## src/rtl/inst_encode_pkg.sv

```systemverilog
// Shared field widths, MIPS opcode/funct constants and FSM encodings for the
// instruction encoder and anything (e.g. a scoreboard) that reuses inst_pack.
package inst_encode_pkg;

    localparam int W_CPU     = 32;
    localparam int W_REG     = 5;
    localparam int W_OP      = 6;
    localparam int W_FUNCT   = 6;
    localparam int FLD_SHAMT = 5;
    localparam int W_IMM     = 16;
    localparam int W_JADDR   = 26;

    localparam logic [W_OP-1:0] OP_ZERO  = 6'h00;
    localparam logic [W_OP-1:0] OP_J     = 6'h02;
    localparam logic [W_OP-1:0] OP_JAL   = 6'h03;
    localparam logic [W_OP-1:0] OP_BEQ   = 6'h04;
    localparam logic [W_OP-1:0] OP_BNE   = 6'h05;
    localparam logic [W_OP-1:0] OP_ADDI  = 6'h08;
    localparam logic [W_OP-1:0] OP_ADDIU = 6'h09;
    localparam logic [W_OP-1:0] OP_SLTI  = 6'h0A;
    localparam logic [W_OP-1:0] OP_SLTIU = 6'h0B;
    localparam logic [W_OP-1:0] OP_ANDI  = 6'h0C;
    localparam logic [W_OP-1:0] OP_ORI   = 6'h0D;
    localparam logic [W_OP-1:0] OP_XORI  = 6'h0E;
    localparam logic [W_OP-1:0] OP_LUI   = 6'h0F;
    localparam logic [W_OP-1:0] OP_LW    = 6'h23;
    localparam logic [W_OP-1:0] OP_SW    = 6'h2B;

    localparam logic [W_FUNCT-1:0] F_SLL    = 6'h00;
    localparam logic [W_FUNCT-1:0] F_SRL    = 6'h02;
    localparam logic [W_FUNCT-1:0] F_SYSCAL = 6'h0C;
    localparam logic [W_FUNCT-1:0] F_ADD    = 6'h20;
    localparam logic [W_FUNCT-1:0] F_ADDU   = 6'h21;
    localparam logic [W_FUNCT-1:0] F_SUB    = 6'h22;
    localparam logic [W_FUNCT-1:0] F_SUBU   = 6'h23;
    localparam logic [W_FUNCT-1:0] F_AND    = 6'h24;
    localparam logic [W_FUNCT-1:0] F_OR     = 6'h25;
    localparam logic [W_FUNCT-1:0] F_NOR    = 6'h27;
    localparam logic [W_FUNCT-1:0] F_SLT    = 6'h2A;
    localparam logic [W_FUNCT-1:0] F_SLTU   = 6'h2B;

    typedef enum logic [1:0] {
        ENC_IDLE  = 2'd0,
        ENC_LOAD  = 2'd1,
        ENC_DRAIN = 2'd2,
        ENC_DONE  = 2'd3
    } enc_state_t;

    function automatic logic funct_legal(input logic [W_FUNCT-1:0] f);
        case (f)
            F_ADD, F_ADDU, F_SUB, F_SUBU, F_AND, F_OR, F_NOR,
            F_SLT, F_SLTU, F_SLL, F_SRL, F_SYSCAL: funct_legal = 1'b1;
            default:                              funct_legal = 1'b0;
        endcase
    endfunction

endpackage

```

## src/rtl/inst_encode_pack.sv

```systemverilog
// Purely combinational field packer: decoded fields in, 32-bit MIPS word and
// an illegal-encoding flag out. Illegal bundles produce an all-zero word.
module inst_pack
    import inst_encode_pkg::*;
(
    input  logic [W_OP-1:0]      op,
    input  logic [W_FUNCT-1:0]   funct,
    input  logic [W_REG-1:0]     rs,
    input  logic [W_REG-1:0]     rt,
    input  logic [W_REG-1:0]     rd,
    input  logic [FLD_SHAMT-1:0] shamt,
    input  logic [W_IMM-1:0]     imm,
    input  logic [W_JADDR-1:0]   jaddr,
    output logic [W_CPU-1:0]     word,
    output logic                 illegal
);

    always_comb begin
        word    = '0;
        illegal = 1'b0;
        case (op)
            OP_ZERO: begin
                if (!funct_legal(funct)) begin
                    illegal = 1'b1;
                end else if (funct == F_SYSCAL) begin
                    word = {26'd0, funct};
                end else if (funct == F_SLL || funct == F_SRL) begin
                    word = {OP_ZERO, 5'd0, rt, rd, shamt, funct};
                end else begin
                    word = {OP_ZERO, rs, rt, rd, 5'd0, funct};
                end
            end
            OP_J, OP_JAL: word = {op, jaddr};
            OP_ADDI, OP_ADDIU, OP_ANDI, OP_ORI, OP_XORI, OP_SLTI, OP_SLTIU,
            OP_LUI, OP_LW, OP_SW, OP_BEQ, OP_BNE: word = {op, rs, rt, imm};
            default: illegal = 1'b1;
        endcase
    end

endmodule

```

## src/rtl/inst_encode.sv

```systemverilog
// Program loader: packs field bundles into MIPS words and streams them into
// instruction memory through a single backpressured output register.
module inst_encode
    import inst_encode_pkg::*;
(
    input  logic                 clk,
    input  logic                 rst_n,
    input  logic                 start,
    input  logic [W_CPU-1:0]     base_addr,
    input  logic [15:0]          count,
    input  logic                 in_valid,
    output logic                 in_ready,
    input  logic [W_OP-1:0]      in_op,
    input  logic [W_FUNCT-1:0]   in_funct,
    input  logic [W_REG-1:0]     in_rs,
    input  logic [W_REG-1:0]     in_rt,
    input  logic [W_REG-1:0]     in_rd,
    input  logic [FLD_SHAMT-1:0] in_shamt,
    input  logic [W_IMM-1:0]     in_imm,
    input  logic [W_JADDR-1:0]   in_jaddr,
    output logic                 mem_wen,
    input  logic                 mem_ready,
    output logic [W_CPU-1:0]     mem_addr,
    output logic [W_CPU-1:0]     mem_wdata,
    output logic                 busy,
    output logic                 done,
    output logic                 err,
    output logic [15:0]          n_written,
    output enc_state_t           state
);

    // Handshakes: a bundle moves when in_valid && in_ready; a write completes
    // when mem_wen && mem_ready, and mem_wen/addr/wdata hold until then.
    enc_state_t        state_next;
    logic [15:0]       remaining;
    logic [W_CPU-1:0]  wptr;
    logic [W_CPU-1:0]  word;
    logic              illegal;
    logic              accept;
    logic              wr_done;
    logic              reg_free;
    logic              start_load;

    inst_pack u_pack (
        .op      (in_op),
        .funct   (in_funct),
        .rs      (in_rs),
        .rt      (in_rt),
        .rd      (in_rd),
        .shamt   (in_shamt),
        .imm     (in_imm),
        .jaddr   (in_jaddr),
        .word    (word),
        .illegal (illegal)
    );

    assign reg_free   = !mem_wen || mem_ready;
    assign in_ready   = (state == ENC_LOAD) && (remaining != 16'd0) && reg_free;
    assign accept     = in_valid && in_ready;
    assign wr_done    = mem_wen && mem_ready;
    assign start_load = (state == ENC_IDLE) && start;
    assign busy       = (state == ENC_LOAD) || (state == ENC_DRAIN);
    assign done       = (state == ENC_DONE);

    always_ff @(posedge clk or negedge rst_n) begin
        if (!rst_n) begin
            state <= ENC_IDLE;
        end else begin
            state <= state_next;
        end
    end

    always_comb begin
        state_next = state;
        case (state)
            ENC_IDLE:  if (start) state_next = ENC_LOAD;
            ENC_LOAD: begin
                if (remaining == 16'd0) begin
                    state_next = ENC_DRAIN;
                end else if (accept && remaining == 16'd1) begin
                    // An illegal final bundle with nothing left to write finishes at once.
                    state_next = (illegal && reg_free) ? ENC_DONE : ENC_DRAIN;
                end
            end
            ENC_DRAIN: if (reg_free) state_next = ENC_DONE;
            ENC_DONE:  state_next = ENC_IDLE;
            default:   state_next = ENC_IDLE;
        endcase
    end

    // wptr advances at acceptance; every legal accepted word is written in order.
    always_ff @(posedge clk or negedge rst_n) begin
        if (!rst_n) begin
            remaining <= '0;
            wptr      <= '0;
            mem_wen   <= 1'b0;
            mem_addr  <= '0;
            mem_wdata <= '0;
            err       <= 1'b0;
            n_written <= '0;
        end else if (start_load) begin
            remaining <= count;
            wptr      <= {base_addr[W_CPU-1:2], 2'b00};
            n_written <= '0;
            err       <= 1'b0;
        end else begin
            if (accept) begin
                remaining <= remaining - 16'd1;
                if (illegal) begin
                    err <= 1'b1;
                end else begin
                    mem_addr  <= wptr;
                    mem_wdata <= word;
                    wptr      <= wptr + 32'd4;
                end
            end
            if (accept && !illegal) begin
                mem_wen <= 1'b1;
            end else if (wr_done) begin
                mem_wen <= 1'b0;
            end
            if (wr_done) begin
                n_written <= n_written + 16'd1;
            end
        end
    end

endmodule

```

## config.mk

```make
export PLATFORM = sky130hd
export DESIGN_NAME = inst_encode
export DESIGN_NICKNAME = d
export VERILOG_FILES = /design/src/rtl/inst_encode_pkg.sv /design/src/rtl/inst_encode_pack.sv /design/src/rtl/inst_encode.sv
export SDC_FILE = /design/constraint.sdc
export NUM_CORES = 1
export LEC_CHECK = 0
export CORE_ASPECT_RATIO = 0.5
export CORE_MARGIN = 5
export CORE_UTILIZATION = 35
export CTS_CLUSTER_DIAMETER = 150
export DETAILED_ROUTE_END_ITERATION = 6
export SKIP_LAST_GASP = 1
export SYNTH_ARGS = -nofsm -noshare
export SYNTH_HDL_FRONTEND = slang
export SYNTH_SLANG_ARGS = --single-unit
export TNS_END_PERCENT = 5
```

## constraint.sdc

```tcl
create_clock -name clk -period 3.7 [get_ports clk]
set_input_delay 0.37 -clock clk [delete_from_list [all_inputs] [get_ports clk]]
set_output_delay 0.37 -clock clk [all_outputs]
set_load 0.01 [all_outputs]
```

; ---- Yosys cells after proc, flatten, opt, wreduce, memory -nomap -nowiden
; Index checks and enable logic that the tools add are counted.
; W data, S select, Z words.
[word_totals]
inputBits = 127
regBits = 132
wordCells = 103
out_inout_bits = 87
[classes]
add_sub_neg = 3
bitwise_logic = 2
muxes = 26
n_eq_ne = 33
reduce_logical = 31
[op_table]
columns = operator, n
row1 = $mux W32, 5
row2 = $pmux W32 S3, 1
row3 = $eq A6 B6 Y1 const B, 11
row4 = $mux W16, 4
row5 = $eq A6 B4 Y1 const B, 9
row6 = $add A32 B3 Y32 const B, 1
row7 = $mux W26, 1
row8 = $reduce_or A12 Y1, 2
row9 = $eq A6 B2 Y1 const B, 3
row10 = $add A16 B1 Y16 const B, 1
row11 = $eq A16 B1 Y1 const B, 1
row12 = $logic_not A16 Y1, 1
row13 = $reduce_bool A16 Y1, 1
row14 = $sub A16 B1 Y16 const B, 1
row15 = $reduce_or A14 Y1, 1
row16 = $eq A6 B3 Y1 const B, 2
row17 = $logic_not A6 Y1, 2
row18 = $mux W1, 9
row19 = $logic_and A1 B1 Y1, 8
row20 = $mux W2, 4
row21 = $pmux W2 S4, 1
row22 = $reduce_bool A2 Y1, 4
row23 = $reduce_and A2 Y1, 3
row24 = $reduce_and A3 Y1, 2
row25 = other kinds (11), 17

; ---- Depth between registers and ports, before layout
[logic_depth]
ltp_word = 11
mapped_depth = 11

; ---- Cells and area by module
; A second synthesis with hierarchy kept.
[unflattened]
cells_unflattened = 680
hier_area_um2 = 6961.7
[by_module_without_submodules]
columns = module, cells_each, area_per_inst_um2, seq_area_each_um2, instances
row1 = inst_encode, 576, 6213.5, 3203.1, 1
row2 = inst_pack, 104, 748.2, 0.0, 1

; ---- Worst setup path before layout
; No wires, ideal clock.
[synth_timing]
kind = reg2reg
from = register remaining[8]
to = register state[0]
arrival_ps = 2644
setup_ps = 119
period_less_slack_ps = 2763
n_path_buf = 0
stages_incl_launch_ff = 7
slack_ps = 937
cell_sequence = dfrtp_1 -> or4_4 -> or4_1 -> or4b_1 -> a221o_1 -> a2111o_1 -> o21a_1
[synth_between]
elab_chain_len = 7
[synth_rtl]
columns = item, line_no
row1 = from (decl), inst_encode.sv:35  ; logic [15:0] remaining;
row2 = from (signal assigned), inst_encode.sv:102  ; remaining <= count;
row3 = from (signal assigned), inst_encode.sv:108  ; remaining <= remaining - 16'd1;
row4 = $reduce_bool A16 Y1, inst_encode.sv:58  ; assign in_ready = (state == ENC_LOAD) && (remaining != 16'd0) && reg_free;
row5 = $logic_and A1 B1 Y1 (2 in series), inst_encode.sv:58
row6 = $logic_and A1 B1 Y1, inst_encode.sv:59  ; assign accept = in_valid && in_ready;
row7 = $logic_and A1 B1 Y1, inst_encode.sv:80  ; end else if (accept && remaining == 16'd1) begin
row8 = $ne A3 B1 Y1 (no source line), -
row9 = $reduce_and A3 Y1 (no source line), -
row10 = to (signal assigned), inst_encode.sv:69  ; state <= state_next;
row11 = to (decl), inst_encode.sv:29  ; output enc_state_t state
; Several ways; a longest one is shown, not always the timed one.
; A chain may end at the register's enable or synchronous reset.

; ---- Final worst setup path
[layout_timing]
from = register remaining[0]
to = output port in_ready
[layout_between]
elab_chain_len = 3
[layout_rtl]
columns = item, line_no
row1 = $reduce_bool A16 Y1, inst_encode.sv:58
row2 = $logic_and A1 B1 Y1 (2 in series), inst_encode.sv:58
row3 = to (decl), inst_encode.sv:12  ; output logic in_ready,
; Every way passes these cells.

==> impl_metrics.tcl <==
set metrics [dict create \
    cts_max_path_buffers 2 \
    synthesis.area_um2 6530 \
    crit_buf_inv 2 \
    final_core_util_pct 52.3 \
    cts-resized-gates 0 \
    clock-skew-final_ns 0.00961 \
    fin_area_um2 9590 \
    cpMaxStageDelayCell "clkdlybuf4s50_1" \
    drtAntennaViolNets 0 \
    critPathKind "flop to output port" \
    grt_pass1_vias 5848 \
    violations "hold timing" \
    dp_hpwl_um 14600 \
    cp_top_family "simple AND/OR/NAND/NOR gates" \
    yosysWarningCount 0 \
    placed_cell_area_um2 8920 \
    root_buffer "clkbuf_16" \
    via_count 5933 \
    min_period_ns 3.12 \
    hold_buffers 0 \
    synth_top_area_share_pct 49.0 \
    status "finished with violations" \
    async_flop_share_pct 100 \
    grt_overflow 0 \
    synth_area_per_cell_um2 9.52 \
    die_y_um 107 \
    setup_viol 0 \
    worst_pin_slew_ns 0.694 \
    track_usage_pct 18.2 \
    die_area_um2 21700 \
    cp.arrival_ns 2.75 \
    firstDrtPassIters 7 \
    antenna_cells 0 \
    cts_setup_buffers 0 \
    endpoint_kind "output port" \
    io_buffer_count 209 \
    drc_errors 0 \
    place_congestion 0.822 \
    ys.flop_type "dfrtp_1" \
    wl_met1_um 9200 \
    slew_headroom_pct 53.7 \
    synth_top_cell_by_area "dfrtp_1" \
    ios 214 \
    cts_inserted_buffers 17 \
    final_layout_size_suffix_gt1_share_pct 9.18 \
    cts.clk_slew.worst_paths_ns 0.06 \
    route.met2.wl_um 9380 \
    wirelength_um 19700 \
    highest_layer "met4" \
    critPathLaunchType "flop" \
    die_w_um 203 \
    path_cells "inv_1, ha_1, nor4b_1, nand4_1, and3_1, clkdlybuf4s50_1" \
    rows 35 \
    via_per_inst 5.19 \
    drt_iter0_markers 359 \
    final_cell_mix "clkdlybuf4s50_1 (208), dfrtp_1 (128), nand2_1 (102), o21ai_0 (65)" \
    mostFrequentLayoutCell "clkdlybuf4s50_1" \
    synth_seq_area_share_pct 49.0 \
    hold_path.class "input pin to async pin" \
    startpoint "remaining[0]" \
    worstPathRequired_ns 3.33 \
    synth_edf_count 0 \
    rsz0062_at_grt "false" \
    leakagePower_nw 3.87 \
    max-vdd-ir-drop_v 0.000358 \
    synth_cell_types 53 \
    hold-worst-slack_ns -0.00303 \
    antenna_found_initial 0 \
    synthTopCellsByArea "dfrtp_1 (49%), nand2_1 (5.9%), o21ai_0 (5.0%)" \
    max_stage_delay_ns 0.48 \
    synth-seq-cells 128 \
    wire_per_inst_um 17.3 \
    fmax_mhz 321 \
    maxCapViolations 0 \
    insertion_delay_ns 0.41 \
    hold_violations 11 \
    initial_core_util_pct 35.6 \
    setup_tns_ns 0 \
    powerDensity_nw_per_um2 667 \
    cp_max_fo 9 \
    nNetsFinal 1027 \
    cts_sinks 128 \
    grt_pass1_wl_um 31700 \
    cts_tree "done" \
    slew_violations 0 \
    routed-wl-met3_um 1020 \
    core_area_um2 18300 \
    post-route-period-util_pct 84.3 \
    reg2reg_from "remaining[8]" \
    areaGrowthSynthToFinish_pct 46.9 \
    total_power_mw 6.40 \
    syn_inst 686 \
    grt_max_degree 76 \
    htree_num_levels 4 \
]
## synth_stat cells, types with 2 or more instances
cell / number
a211oi_1: 11
a21boi_0: 2
a21oi_1: 23
a221oi_1: 6
a222oi_1: 15
a31oi_1: 4
and2_1: 7
and3_1: 11
and4_1: 4
buf_1: 3
buf_4: 2
clkbuf_1: 35
dfrtp_1: 128
ha_1: 9
inv_1: 25
mux2_2: 28
nand2_1: 102
nand2b_1: 3
nand3_1: 36
nand4_1: 13
nand4b_1: 2
nor2_1: 36
nor2b_1: 2
nor3_1: 7
nor4_1: 7
o2111ai_1: 3
o211a_1: 2
o211ai_1: 7
o21a_1: 2
o21ai_0: 65
o21ai_1: 2
o221ai_1: 5
o311ai_0: 3
o31ai_1: 2
or2_2: 3
or3_1: 5
or4_1: 10
xnor2_1: 22
xor2_1: 20
## final timing paths
check,endpoint,slack [ns],cells past startpoint
max,in_ready,0.58,6
min,mem_addr[27],-0.003,1
max reg2reg,state[0],0.72,6
min reg2reg,mem_addr[9],0.47,2
max in group asynchronous,wptr[15],2.86,2
min in group clk,mem_addr[9],0.47,2
## final cells by class
type / instances / area, um^2
Inverter: 25 / 93.8
Fill cell: 1709 / 8760
Multi-Input combinational cell: 494 / 3090
Sequential cell: 128 / 3200
Clock inverter: 12 / 205
Timing Repair Buffer: 225 / 2240
Clock buffer: 20 / 467
Tap cell: 240 / 300
## where the power goes
part           leakage, nW  switching, mW  internal, mW
clock                0.311          0.646          1.25
sequential            1.59          0.413          1.89
combinational         1.97          0.992          1.20
total                 3.87           2.05          4.35
## cell families (layout without fill, tap and decap cells)
family / after synthesis / count (layout) / synth area share, %
flops: 128 / 128 / 49.0
mux: 29 / 29 / 4.98
fa+ha+maj: 9 / 9 / 1.72
compound gates: 160 / 160 / 16.0
simple gates: 252 / 252 / 18.7
buf+inv: 65 / 282 / 3.85
xor+xnor: 42 / 42 / 5.63
other cells: 1 / 2 / 0.0574
## metal layers
layer	vias to the layer above	global-route usage, %
li1	2892	-
met1	2878	25.2
met2	153	29.1
met3	10	4.74
met4	0	3.51
met5	-	0
## worst reg2reg max path, stage by stage (launching register included)
cell      delay [ns]
dfrtp_1         0.43
or4_4           0.57
or4_1           0.45
or4b_1          0.54
a221o_1         0.37
a2111o_1        0.40
o21a_1          0.11
## sequential cells by signal, indices dropped and copies added (netlist names)
signal,flops
n_written,16
wptr,30
state,2
err,1
mem_addr,30
mem_wen,1
remaining,16
mem_wdata,32
## metrics by stage
stage	setup slack, ns	instances
finish	0.580	1144
global route	0.368	1144
CTS	0.561	1144
detailed placement	0.737	1112
global placement	0.761	1112
floorplan	0.937	687
No activity file was read; power rests on OpenSTA's default activity.
